--- src/rtl/tpic_pkg.sv ---
// Shared types and constants for the multi-chain TPIC serial driver.
// Holds the controller state encoding, default geometry and a constant clog2 helper.
package tpic_pkg;

  localparam int DEFAULT_WIDTH  = 16;
  localparam int DEFAULT_CHAINS = 4;
  localparam int DEFAULT_DIV    = 4;

  typedef enum logic [1:0] {
    CLR   = 2'd0,
    IDLE  = 2'd1,
    SHIFT = 2'd2,
    LATCH = 2'd3
  } state_t;

  // Number of bits needed to hold values 0 .. value-1 (callers pass N+1 to hold N).
  function automatic int clog2(input int value);
    int bits;
    bits = 0;
    for (int v = value - 1; v > 0; v = v >> 1) bits++;
    return bits;
  endfunction

endpackage

--- src/rtl/tpic_chain_ctrl_if.sv ---
// Request/status and TPIC board-side signal bundle for tpic_chain_ctrl.
// master = relay-image side issuing frames, slave = the chain controller.
interface tpic_chain_ctrl_if
  import tpic_pkg::*;
#(
  parameter int WIDTH  = DEFAULT_WIDTH,
  parameter int CHAINS = DEFAULT_CHAINS
) ();

  logic [CHAINS*WIDTH-1:0] data;
  logic                    start;
  logic                    auto;
  logic                    oe;
  logic                    busy;
  logic                    done;
  logic                    sclk;
  logic [CHAINS-1:0]       sout;
  logic                    rck;
  logic                    en_n;
  logic                    clr_n;

  modport master (
    output data, start, auto, oe,
    input  busy, done, sclk, sout, rck, en_n, clr_n
  );

  modport slave (
    input  data, start, auto, oe,
    output busy, done, sclk, sout, rck, en_n, clr_n
  );

endinterface

--- src/rtl/tpic_clk_div.sv ---
// Phase timer for the chain controller: counts DIV enabled cycles and strobes tick
// on the last one; clear holds it at the start of a phase.
module tpic_clk_div
  import tpic_pkg::*;
#(
  parameter int DIV = DEFAULT_DIV
) (
  input  logic clk,
  input  logic reset,
  input  logic enable,
  input  logic clear,
  output logic tick
);

  localparam int             CW   = clog2(DIV + 1);
  localparam logic [CW-1:0]  LAST = CW'(DIV - 1);

  logic [CW-1:0] count;

  // NOTE: sequential state uses <= so every register samples pre-edge values.
  always_ff @(posedge clk or posedge reset) begin
    if (reset) begin
      count <= '0;
    end else if (clear) begin
      count <= '0;
    end else if (enable) begin
      count <= (count == LAST) ? '0 : count + 1'b1;
    end
  end

  assign tick = enable && (count == LAST);

endmodule

--- src/rtl/tpic_chain_ctrl.sv ---
// Shifts CHAINS parallel words into daisy-chained TPIC registers on a shared sclk/rck,
// with a one-deep pending request, auto-refresh and glitch-free output enable control.
module tpic_chain_ctrl
  import tpic_pkg::*;
#(
  parameter int WIDTH     = DEFAULT_WIDTH,
  parameter int CHAINS    = DEFAULT_CHAINS,
  parameter int DIV       = DEFAULT_DIV,
  parameter bit MSB_FIRST = 1'b0
) (
  input logic         clk,
  input logic         reset,
  tpic_chain_ctrl_if.slave bus
);

  localparam int            BW      = clog2(WIDTH + 1);
  localparam logic [BW-1:0] BIT_END = BW'(WIDTH);

  typedef logic [WIDTH-1:0] word_t;
  typedef word_t [CHAINS-1:0] image_t;

  state_t            state, state_d;
  image_t            shadow, shadow_d;
  logic [BW-1:0]     bit_cnt, bit_cnt_d;
  logic [CHAINS-1:0] sout_q, sout_d;
  logic              sclk_q, sclk_d;
  logic              rck_q, rck_d;
  logic              busy_q, busy_d;
  logic              done_q, done_d;
  logic              clr_n_q, clr_n_d;
  logic              en_n_q, en_n_d;
  logic              pending, pending_d;
  logic              armed, armed_d;
  logic              tick;

  function automatic logic [CHAINS-1:0] lead_bits(input image_t img);
    logic [CHAINS-1:0] b;
    for (int c = 0; c < CHAINS; c++) b[c] = MSB_FIRST ? img[c][WIDTH-1] : img[c][0];
    return b;
  endfunction

  function automatic image_t advance(input image_t img);
    image_t nxt;
    for (int c = 0; c < CHAINS; c++) nxt[c] = MSB_FIRST ? (img[c] << 1) : (img[c] >> 1);
    return nxt;
  endfunction

  tpic_clk_div #(.DIV(DIV)) u_div (
    .clk    (clk),
    .reset  (reset),
    .enable (state != IDLE),
    .clear  (state == IDLE),
    .tick   (tick)
  );

  // NOTE: every signal written here gets a default first, so no path can infer a latch.
  always_comb begin
    state_d   = state;
    shadow_d  = shadow;
    bit_cnt_d = bit_cnt;
    sout_d    = sout_q;
    sclk_d    = sclk_q;
    rck_d     = rck_q;
    busy_d    = busy_q;
    done_d    = 1'b0;
    clr_n_d   = clr_n_q;
    armed_d   = armed;
    en_n_d    = ~(bus.oe & armed);
    pending_d = pending | (bus.start & (state != IDLE));

    case (state)
      CLR: begin
        if (tick) begin
          clr_n_d = 1'b1;
          state_d = IDLE;
        end
      end
      IDLE: begin
        // Auto restarts wait one cycle past done; explicit requests start at once.
        if (bus.start || pending || (bus.auto && !done_q)) begin
          state_d   = SHIFT;
          shadow_d  = bus.data;
          sout_d    = lead_bits(bus.data);
          bit_cnt_d = '0;
          sclk_d    = 1'b0;
          busy_d    = 1'b1;
          pending_d = 1'b0;
        end
      end
      SHIFT: begin
        if (tick) begin
          if (!sclk_q) begin
            sclk_d = 1'b1;
          end else begin
            sclk_d    = 1'b0;
            bit_cnt_d = bit_cnt + 1'b1;
            if (bit_cnt_d == BIT_END) begin
              state_d = LATCH;
              sout_d  = '0;
              rck_d   = 1'b1;
            end else begin
              shadow_d = advance(shadow);
              sout_d   = lead_bits(shadow_d);
            end
          end
        end
      end
      LATCH: begin
        if (tick) begin
          state_d = IDLE;
          rck_d   = 1'b0;
          busy_d  = 1'b0;
          done_d  = 1'b1;
          armed_d = 1'b1;
        end
      end
      default: state_d = CLR;
    endcase
  end

  always_ff @(posedge clk or posedge reset) begin
    if (reset) begin
      state   <= CLR;
      shadow  <= '0;
      bit_cnt <= '0;
      sout_q  <= '0;
      sclk_q  <= 1'b0;
      rck_q   <= 1'b0;
      busy_q  <= 1'b0;
      done_q  <= 1'b0;
      clr_n_q <= 1'b0;
      en_n_q  <= 1'b1;
      pending <= 1'b0;
      armed   <= 1'b0;
    end else begin
      state   <= state_d;
      shadow  <= shadow_d;
      bit_cnt <= bit_cnt_d;
      sout_q  <= sout_d;
      sclk_q  <= sclk_d;
      rck_q   <= rck_d;
      busy_q  <= busy_d;
      done_q  <= done_d;
      clr_n_q <= clr_n_d;
      en_n_q  <= en_n_d;
      pending <= pending_d;
      armed   <= armed_d;
    end
  end

  assign bus.sout  = sout_q;
  assign bus.sclk  = sclk_q;
  assign bus.rck   = rck_q;
  assign bus.busy  = busy_q;
  assign bus.done  = done_q;
  assign bus.clr_n = clr_n_q;
  assign bus.en_n  = en_n_q;

endmodule

--- src/flat_wrapper.sv ---
// flat-port wrapper written by rule: the top's interface ports become plain ports
module tpic_chain_ctrl_flat import tpic_pkg::*;
#(
  parameter int WIDTH     = DEFAULT_WIDTH,
  parameter int CHAINS    = DEFAULT_CHAINS,
  parameter int DIV       = DEFAULT_DIV,
  parameter bit MSB_FIRST = 1'b0
)
  (clk, reset, bus_data, bus_start, bus_auto, bus_oe, bus_busy, bus_done, bus_sclk, bus_sout, bus_rck, bus_en_n, bus_clr_n);
  tpic_chain_ctrl_if #(.WIDTH(WIDTH), .CHAINS(CHAINS)) bus_i ();
  input logic clk;
  input logic reset;
  input wire logic [$bits(bus_i.data)-1:0] bus_data;
  input wire logic [$bits(bus_i.start)-1:0] bus_start;
  input wire logic [$bits(bus_i.auto)-1:0] bus_auto;
  input wire logic [$bits(bus_i.oe)-1:0] bus_oe;
  output wire logic [$bits(bus_i.busy)-1:0] bus_busy;
  output wire logic [$bits(bus_i.done)-1:0] bus_done;
  output wire logic [$bits(bus_i.sclk)-1:0] bus_sclk;
  output wire logic [$bits(bus_i.sout)-1:0] bus_sout;
  output wire logic [$bits(bus_i.rck)-1:0] bus_rck;
  output wire logic [$bits(bus_i.en_n)-1:0] bus_en_n;
  output wire logic [$bits(bus_i.clr_n)-1:0] bus_clr_n;
  assign bus_i.data = bus_data;
  assign bus_i.start = bus_start;
  assign bus_i.auto = bus_auto;
  assign bus_i.oe = bus_oe;
  assign bus_busy = bus_i.busy;
  assign bus_done = bus_i.done;
  assign bus_sclk = bus_i.sclk;
  assign bus_sout = bus_i.sout;
  assign bus_rck = bus_i.rck;
  assign bus_en_n = bus_i.en_n;
  assign bus_clr_n = bus_i.clr_n;
  tpic_chain_ctrl #(.WIDTH(WIDTH), .CHAINS(CHAINS), .DIV(DIV), .MSB_FIRST(MSB_FIRST)) u_core (.clk(clk), .reset(reset), .bus(bus_i));
endmodule
--- config.mk ---
export PLATFORM = sky130hd
export DESIGN_NAME = tpic_chain_ctrl_flat
export DESIGN_NICKNAME = d
export VERILOG_FILES = /design/src/rtl/tpic_pkg.sv /design/src/rtl/tpic_chain_ctrl_if.sv /design/src/rtl/tpic_clk_div.sv /design/src/rtl/tpic_chain_ctrl.sv /design/src/flat_wrapper.sv
export SDC_FILE = /design/constraint.sdc
export NUM_CORES = 1
export LEC_CHECK = 0
export BUFFER_PORTS_ARGS = -buffer_cell sky130_fd_sc_hd__buf_2
export CELL_PAD_IN_SITES_DETAIL_PLACEMENT = 0
export CELL_PAD_IN_SITES_GLOBAL_PLACEMENT = 1
export CORE_UTILIZATION = 40
export DETAILED_ROUTE_END_ITERATION = 10
export PLACE_DENSITY = 0.84
export SYNTH_ARGS = -nofsm -noshare
export SYNTH_HDL_FRONTEND = slang
export SYNTH_SLANG_ARGS = --single-unit
--- constraint.sdc ---
create_clock -name clk -period 2.3 [get_ports clk]
set_input_delay 0.345 -clock clk [delete_from_list [all_inputs] [get_ports clk]]
set_output_delay 0.345 -clock clk [all_outputs]
set_load 0.05 [all_outputs]
==> out/metrics.json, run 1 <==
{
  "outcome": {"value": "finished clean"},
  "cts-resized-gates": {"value": 0},
  "drt.antenna.violating_nets": {"value": 0},
  "drtIter0Drc": {"value": 138},
  "setup_total_negative_slack": {"value": 0, "unit": "ns"},
  "finish.net_count": {"value": 526},
  "post_route_cells_drive_above_1_share": {"value": 0.354},
  "drt-wirelength-per-cell": {"value": 15.8, "unit": "um"},
  "detailed_place_hpwl": {"value": 6000, "unit": "um"},
  "finalWeightedCongestion": {"value": 0.771},
  "grt_pass1_wl": {"value": 15400, "unit": "um"},
  "antenna_violations_before_repair": {"value": 0},
  "worstSkewPairLatency": {"value": 0.35, "unit": "ns"},
  "post_cts_setup_buffers": {"value": 0},
  "synth_cell_area": {"value": 0.00425, "unit": "mm2"},
  "largest_stage_delay_worst_path": {"value": 0.39, "unit": "ns"},
  "synth.area.top_cells": {"value": "dfrtp_1 48%, mux2i_1 13%, a22oi_2 12%"},
  "totalPowerFinal": {"value": 6.28, "unit": "mW"},
  "cp_top_family": {"value": "compound AO/OA/AOI/OAI gates"},
  "endpoint_kind_of_the_worst_setup_timing_path": {"value": "flop"},
  "crit_arrival": {"value": 2.37, "unit": "ns"},
  "cts_root_buffer": {"value": "clkbuf_8"},
  "regToRegStartpoint": {"value": "u_core.state[1]"},
  "p_leak": {"value": 2.19, "unit": "nW"},
  "design.core.area": {"value": 0.0103, "unit": "mm2"},
  "synth_sequential_area_ratio": {"value": 0.483},
  "rsz0062_at_grt": {"value": "no"},
  "cts.path.max_buffers": {"value": 2},
  "numCtsBuffers": {"value": 9},
  "grt_max_degree": {"value": 72},
  "die_w": {"value": 105, "unit": "um"},
  "cts.hold.buffers_added": {"value": 0},
  "route.detailed.drc": {"value": 0},
  "critical-path-top-cell-by-count": {"value": "buf_12"},
  "power_per_cell_area": {"value": 1230, "unit": "mW/mm2"},
  "floorplan.initialDensity": {"value": 0.412},
  "finClkSkew": {"value": 0.0108, "unit": "ns"},
  "worst_r2r_setup_slack": {"value": 0.15, "unit": "ns"},
  "yosysUniqueCellTypes": {"value": 36},
  "clkTransAtPathRegs": {"value": 0.09, "unit": "ns"},
  "critical_path.startpoint_type": {"value": "flop"},
  "vias_per_cell": {"value": 5.24},
  "crit_buf_inv": {"value": 3},
  "postSynthNetCount": {"value": 446},
  "port-buffer-count": {"value": 78},
  "rr_worst_depth": {"value": 9},
  "antenna_diodes": {"value": 0},
  "grt.total_usage": {"value": 0.175},
  "critPathSlowestCell": {"value": "dfrtp_1"},
  "crit_chain": {"value": "inv_1 > ha_1 > nor3b_4 > nand3_2 > a31o_4 > a21oi_4 > buf_12 > buf_12 > a22oi_1"},
  "tritoncts_num_sinks": {"value": 82},
  "netlist_instances": {"value": 370},
  "min-delay-path-class": {"value": "input pin to async pin"},
  "placementRows": {"value": 37},
  "first_global_vias": {"value": 3179},
  "slew_at_the_pin_closest_to_its_max_slew_limit": {"value": 0.739, "unit": "ns"},
  "cts_htree_levels": {"value": 3},
  "setup_viol_count_final": {"value": 0},
  "synth.yosys.warnings": {"value": 0},
  "worstPathMaxFanout": {"value": 15},
  "max_freq": {"value": 464, "unit": "MHz"},
  "max_slew_margin": {"value": 0.506},
  "finalCritPeriodShare": {"value": 0.937},
  "drt_first_pass_iters": {"value": 4},
  "globalRoute.totalOverflow": {"value": 0},
  "cap_violations": {"value": 0},
  "timing.final.max_slew_violations": {"value": 0},
  "area_delta_synth_final": {"value": 20.0, "unit": "%"},
  "via_count": {"value": 3098},
  "chipHeight": {"value": 105, "unit": "um"},
  "report.final.hold_viol_count": {"value": 0},
  "boundaryPins": {"value": 79},
  "syn-mean-instance-area": {"value": 11.5, "unit": "um2"},
  "vdd.ir_drop.worst": {"value": 0.761, "unit": "mV"},
  "final_period_minus_worst_setup_slack": {"value": 2.15, "unit": "ns"},
  "finalWirelength": {"value": 9330, "unit": "um"},
  "synth_area_leader_cell": {"value": "dfrtp_1"},
  "critical_path_required": {"value": 2.52, "unit": "ns"},
  "rr_endpoint": {"value": "u_core.shadow[13]"},
  "clock_tree_from_tritoncts": {"value": "yes"},
  "number_of_register_bits_inferred_by_synthesis": {"value": 82},
  "die_area": {"value": 0.0110, "unit": "mm2"},
  "area_share_of_the_leading_cell_type_in_the_synthesized_netlist": {"value": 0.477},
  "criticalPathCategory": {"value": "flop to flop"}
}
per-stage QoR:
stage / cell area, um2 / setup slack, ns / util / std cells / hold WS (ns)
6_report: 5100 / 0.145 / 0.494 / 591 / 0.0430
5_1_grt: 5100 / 0.0109 / 0.494 / 591 / 0.0626
4_1_cts: 5000 / 0.0546 / 0.484 / 584 / 0.0476
3_5_place_dp: 4800 / 0.0662 / 0.465 / 568 / 0.383
3_3_place_gp: 4800 / 0.172 / 0.465 / 568 / 0.378
2_1_floorplan: 4260 / 0.288 / - / 370 / 0.362
report_power, final:
group,internal (mW),leakage [nW],switching (mW)
Clock,0.531,0.0945,0.531
Sequential,2.08,0.933,0.363
Combinational,1.25,1.16,1.52
worst register-to-register path, stage by stage, from the launching register on:
cell     delay (ns)
dfrtp_1        0.39
inv_1          0.09
ha_1           0.26
nor3b_4        0.24
nand3_2        0.16
a31o_4         0.26
a21oi_4        0.21
buf_12         0.16
buf_12         0.15
a22oi_1        0.10
cell usage in the layout (no fill, tap or decap), types with 2 or more instances in the layout:
master       n
dfrtp_1     81
buf_2       78
nor2_1      59
mux2i_1     57
a22oi_2     40
a22oi_1     16
nand2_1     15
clkbuf_8    10
buf_4       10
o21ai_0      8
nor2b_1      7
a22o_1       6
ha_1         6
buf_12       6
nand3_1      5
nand2b_1     4
a21o_1       4
a31oi_1      4
o21ai_1      4
clkinvlp_4   4
a21oi_1      3
and3_1       3
inv_1        3
a32o_1       2
xor2_1       2
clkbuf_16    2
cell usage after synthesis:
cell type  count
and3_1         3
a21o_1         4
o21ai_1        4
a22oi_1       16
o31ai_1        1
nor3b_1        1
a22o_1         6
nand3_1        5
buf_6          1
dfstp_2        1
clkbuf_1      12
dfrtp_1       81
buf_8          2
nor2b_1        7
a21oi_1        3
inv_1          4
a31oi_1        4
a31o_4         1
o2bb2ai_1      1
nand3_2        1
a21oi_4        1
nor3_1         1
a32o_1         2
a22oi_2       40
o21ai_0        8
nor2_1        60
and2_1         1
nand2_1       15
buf_2          8
ha_1           7
mux2i_1       57
nor3b_4        1
xor2_1         2
buf_12         3
nand2b_1       4
buf_1          2
registers in the layout (all words and copies together) (netlist names), 2 cells and up:
signal and count:
u_core.bus.sout 4, u_core.bit_cnt 5, u_core.state 2, u_core.shadow 60, u_core.u_div.count 3
metal layers:
layer / part of all wire / GRT usage / up-vias
met5: 0 / 0 / -
met4: 0.0064 / 0.0493 / 0
met3: 0.036 / 0.0337 / 6
met2: 0.48 / 0.283 / 69
met1: 0.47 / 0.239 / 1533
li1: - / - / 1490
cell families after synthesis:
group,Yosys count,share of synthesized area
AO/OA/AOI/OAI,91,0.205
XOR/XNOR,2,0.00412
adder cells (fa/ha/maj),7,0.0206
buffers and inverters,32,0.0491
flip-flops,82,0.483
multiplexers,57,0.134
AND/OR/NAND/NOR,99,0.104
area by class of cell:
type / count / area [um2]
fillers: 949 / 5220
flip-flops and latches: 82 / 2050
multi-input cells: 256 / 2010
repair buffers: 97 / 647
well taps: 136 / 170
clock buffers: 10 / 138
clock inverters: 6 / 66.3
inverters: 4 / 18.8
worst max path at each step:
| stage | slack, ns | to | depth (start not counted) | startpoint |
|---|---|---|---|---|
| final | 0.15 | u_core.shadow[13] | 9 | u_core.state[1] |
| after global routing | 0.01 | u_core.shadow[2] | 7 | u_core.state[1] |
| after CTS | 0.05 | u_core.shadow[13] | 8 | u_core.state[1] |
| after detailed placement | 0.07 | u_core.shadow[13] | 8 | u_core.state[1] |
| after global placement | 0.17 | u_core.shadow[12] | 8 | u_core.state[1] |
| after floorplan | 0.29 | u_core.shadow[19] | 9 | u_core.state[1] |
Power figures use the tool's default switching activity.
==> inputs of run 2 (changes only) <==
Settings changed: CORE_UTILIZATION 40 to 47, PLACE_DENSITY 0.84 to 0.92.
Clock period 2.3 ns to 2.65 ns, I/O delays scaled along.
==> out/metrics.json, run 2 (synthesis results as in run 1) <==
{
  "drt.antenna.violating_nets": {"value": 0, "change": "unchanged"},
  "port-buffer-count": {"value": 78, "change": "unchanged"},
  "critical_path.startpoint_type": {"value": "flop"},
  "post_cts_setup_buffers": {"value": 0, "change": "unchanged"},
  "report.final.hold_viol_count": {"value": 0, "change": "unchanged"},
  "design.core.area": {"value": 0.00872, "unit": "mm2", "change": "-16%"},
  "multi_input_logic_area": {"value": 0.00201, "unit": "mm2", "change": "unchanged"},
  "min-delay-path-class": {"value": "input pin to async pin"},
  "route.detailed.drc": {"value": 0, "change": "unchanged"},
  "sequential_cell_area": {"value": 0.00205, "unit": "mm2", "change": "unchanged"},
  "setup_viol_count_final": {"value": 0, "change": "unchanged"},
  "antenna_diodes": {"value": 0, "change": "unchanged"},
  "route.met2.wl": {"value": 3910, "unit": "um", "change": "-13%"},
  "top_register": {"value": "u_core.shadow"},
  "crit_arrival": {"value": 2.70, "unit": "ns", "change": "+0.33 ns"},
  "clkPwrFrac": {"value": 0.158, "change": "-0.011"},
  "rsz0062_at_grt": {"value": "no"},
  "first_global_vias": {"value": 3026, "change": "-4.8%"},
  "cap_violations": {"value": 0, "change": "unchanged"},
  "utilization": {"value": 0.559, "change": "+0.0649"},
  "route.met3.wl": {"value": 340, "unit": "um", "change": "+0.59%"},
  "finish.net_count": {"value": 515, "change": "-2.1%"},
  "area_delta_synth_final": {"value": 14.7, "unit": "%"},
  "switching_share": {"value": 0.389, "change": "+0.00442"},
  "drt-wirelength-per-cell": {"value": 15.4, "unit": "um", "change": "-2.6%"},
  "max_slew_margin": {"value": 0.562, "change": "+0.0558"},
  "criticalPathCategory": {"value": "flop to flop"},
  "critical_path_required": {"value": 2.85, "unit": "ns", "change": "+0.33 ns"},
  "power_per_cell_area": {"value": 1060, "unit": "mW/mm2", "change": "-14%"},
  "post-place-ws": {"value": 0.175, "unit": "ns", "change": "+0.109 ns"},
  "numCtsBuffers": {"value": 9, "change": "unchanged"},
  "cts.path.max_buffers": {"value": 2, "change": "unchanged"},
  "place.detailed.instances": {"value": 536, "change": "-5.6%"},
  "finalWeightedCongestion": {"value": 0.819, "change": "+6.3%"},
  "grt_pass1_wl": {"value": 14600, "unit": "um", "change": "-5.7%"},
  "clock_tree_from_tritoncts": {"value": "yes"},
  "totalPowerFinal": {"value": 5.17, "unit": "mW", "change": "-18%"},
  "route.layer.met1.wl": {"value": 4130, "unit": "um", "change": "-6.7%"},
  "vias_per_cell": {"value": 5.52, "change": "+5.4%"},
  "via_count": {"value": 3049, "change": "-1.6%"},
  "largest_reg_flops": {"value": 60, "change": "unchanged"},
  "cts_htree_levels": {"value": 3, "change": "unchanged"},
  "drt_first_pass_iters": {"value": 5, "change": "+1"},
  "timing.final.max_slew_violations": {"value": 0, "change": "unchanged"},
  "antenna_violations_before_repair": {"value": 0, "change": "unchanged"},
  "combPwrFrac": {"value": 0.432, "change": "-0.010"},
  "setup_total_negative_slack": {"value": 0, "unit": "ns", "change": "unchanged"},
  "final_std_cells_w_o_fill": {"value": 552, "change": "-6.6%"},
  "holdWs": {"value": 0.114, "unit": "ns", "change": "+0.0710 ns"},
  "fin_ws": {"value": 0.150, "unit": "ns", "change": "+0.00488 ns"},
  "p_sw": {"value": 2.01, "unit": "mW", "change": "-17%"},
  "design_area": {"value": 0.00488, "unit": "mm2", "change": "-4.4%"},
  "worstPathMaxFanout": {"value": 23, "change": "+8"},
  "most-common-layout-cells": {"value": "81 x dfrtp_1, 78 x buf_2, 59 x nor2_1"},
  "drtIter0Drc": {"value": 116, "change": "-16%"},
  "internal_power": {"value": 3.16, "unit": "mW", "change": "-18%"},
  "finalWirelength": {"value": 8490, "unit": "um", "change": "-9.0%"},
  "post_route_cells_drive_above_1_share": {"value": 0.333, "change": "-0.0205"},
  "globalRoute.totalOverflow": {"value": 0, "change": "unchanged"},
  "grt_max_degree": {"value": 47, "change": "-35%"},
  "detailed_place_hpwl": {"value": 5780, "unit": "um", "change": "-3.6%"},
  "portion_of_total_power_attributed_to_sequential_cells": {"value": 0.411, "change": "+0.022"},
  "fillerInstances": {"value": 744, "change": "-22%"},
  "finClkSkew": {"value": 0.00581, "unit": "ns", "change": "-0.00502 ns"},
  "final_period_minus_worst_setup_slack": {"value": 2.50, "unit": "ns", "change": "+0.345 ns"},
  "boundaryPins": {"value": 79, "change": "unchanged"},
  "grt.total_usage": {"value": 0.192, "change": "+0.0169"},
  "worstSkewPairLatency": {"value": 0.35, "unit": "ns", "change": "about the same"},
  "die_w": {"value": 97.1, "unit": "um", "change": "-7.6%"},
  "tritoncts_num_sinks": {"value": 82, "change": "unchanged"},
  "placementRows": {"value": 34, "change": "-8.1%"},
  "endpoint_kind_of_the_worst_setup_timing_path": {"value": "flop"},
  "dpl-instance-area": {"value": 0.00470, "unit": "mm2", "change": "-1.9%"},
  "cts-resized-gates": {"value": 0, "change": "unchanged"},
  "slew_at_the_pin_closest_to_its_max_slew_limit": {"value": 0.656, "unit": "ns", "change": "-0.0827 ns"},
  "max_freq": {"value": 400, "unit": "MHz", "change": "-14%"},
  "cts.hold.buffers_added": {"value": 0, "change": "unchanged"},
  "layout.cells.most_common": {"value": "dfrtp_1"},
  "vdd.ir_drop.worst": {"value": 0.474, "unit": "mV", "change": "-38%"},
  "finalCritPeriodShare": {"value": 0.943, "change": "+0.00650"},
  "p_leak": {"value": 2.11, "unit": "nW", "change": "-3.3%"},
  "floorplan.initialDensity": {"value": 0.488, "change": "+0.0757"},
  "maxUsedRoutingLayer": {"value": "met4"},
  "chipHeight": {"value": 97.1, "unit": "um", "change": "-7.6%"},
  "cts_root_buffer": {"value": "clkbuf_8"},
  "clkTransAtPathRegs": {"value": 0.08, "unit": "ns", "change": "about the same"},
  "outcome": {"value": "finished clean"},
  "die_area": {"value": 0.00943, "unit": "mm2", "change": "-15%"}
}
[run 2: cell types whose count changed in the layout (fill, tap and decap cells not counted), sizes merged]
cell / change
bufinv: -1
buf: -9
clkinvlp: -4
clkinv: +2
clkbuf: +1
[run 2: path summary, 6_finish.rpt]
path | start | to | slack, ns | cells after the start
max | u_core.state[1] | u_core.shadow[1] | 0.15 | 8
min | reset | u_core.shadow[47] | 0.11 | 2
max in group asynchronous | reset | u_core.shadow[54] | 1.87 | 3
min in group clk | bus_oe | u_core.bus.en_n | 0.17 | 2
max reg2reg | u_core.state[1] | u_core.shadow[1] | 0.15 | 8
min reg2reg | u_core.armed | u_core.bus.en_n | 0.38 | 1
[run 2: critical path, cell delays in order, from the launching register on]
cell	delay, ns
dfrtp_1	0.43
inv_1	0.10
ha_1	0.34
nor3b_4	0.27
nand3_2	0.16
a31o_4	0.34
a21oi_4	0.18
buf_4	0.37
a22oi_1	0.16
[run 2: area by class of cell]
| type | instances | area share |
|---|---|---|
| Multi-Input combinational cell | 256 | 0.412 |
| Inverter | 4 | 0.00334 |
| Clock buffer | 13 | 0.0326 |
| Tap cell | 108 | 0.0277 |
| Sequential cell | 82 | 0.421 |
| Timing Repair Buffer | 86 | 0.100 |
| Clock inverter | 3 | 0.00308 |
[run 2: power groups by stage]
| stage | clock network (mW) | registers (mW) | logic [mW] |
|---|---|---|---|
| 3_3_place_gp | 0 | 2.12 | 2.17 |
| 5_1_grt | 0.887 | 2.18 | 2.47 |
| 4_1_cts | 0.835 | 2.12 | 2.25 |
| 3_5_place_dp | 0 | 2.14 | 2.25 |
| 2_1_floorplan | 0 | 2.25 | 1.71 |
| 6_report | 0.816 | 2.12 | 2.23 |
[run 2: layer usage]
metal,vias to the layer above,track usage
li1,1468,-
met1,1512,0.278
met2,61,0.288
met3,8,0.0403
met4,0,0.0620
met5,-,0
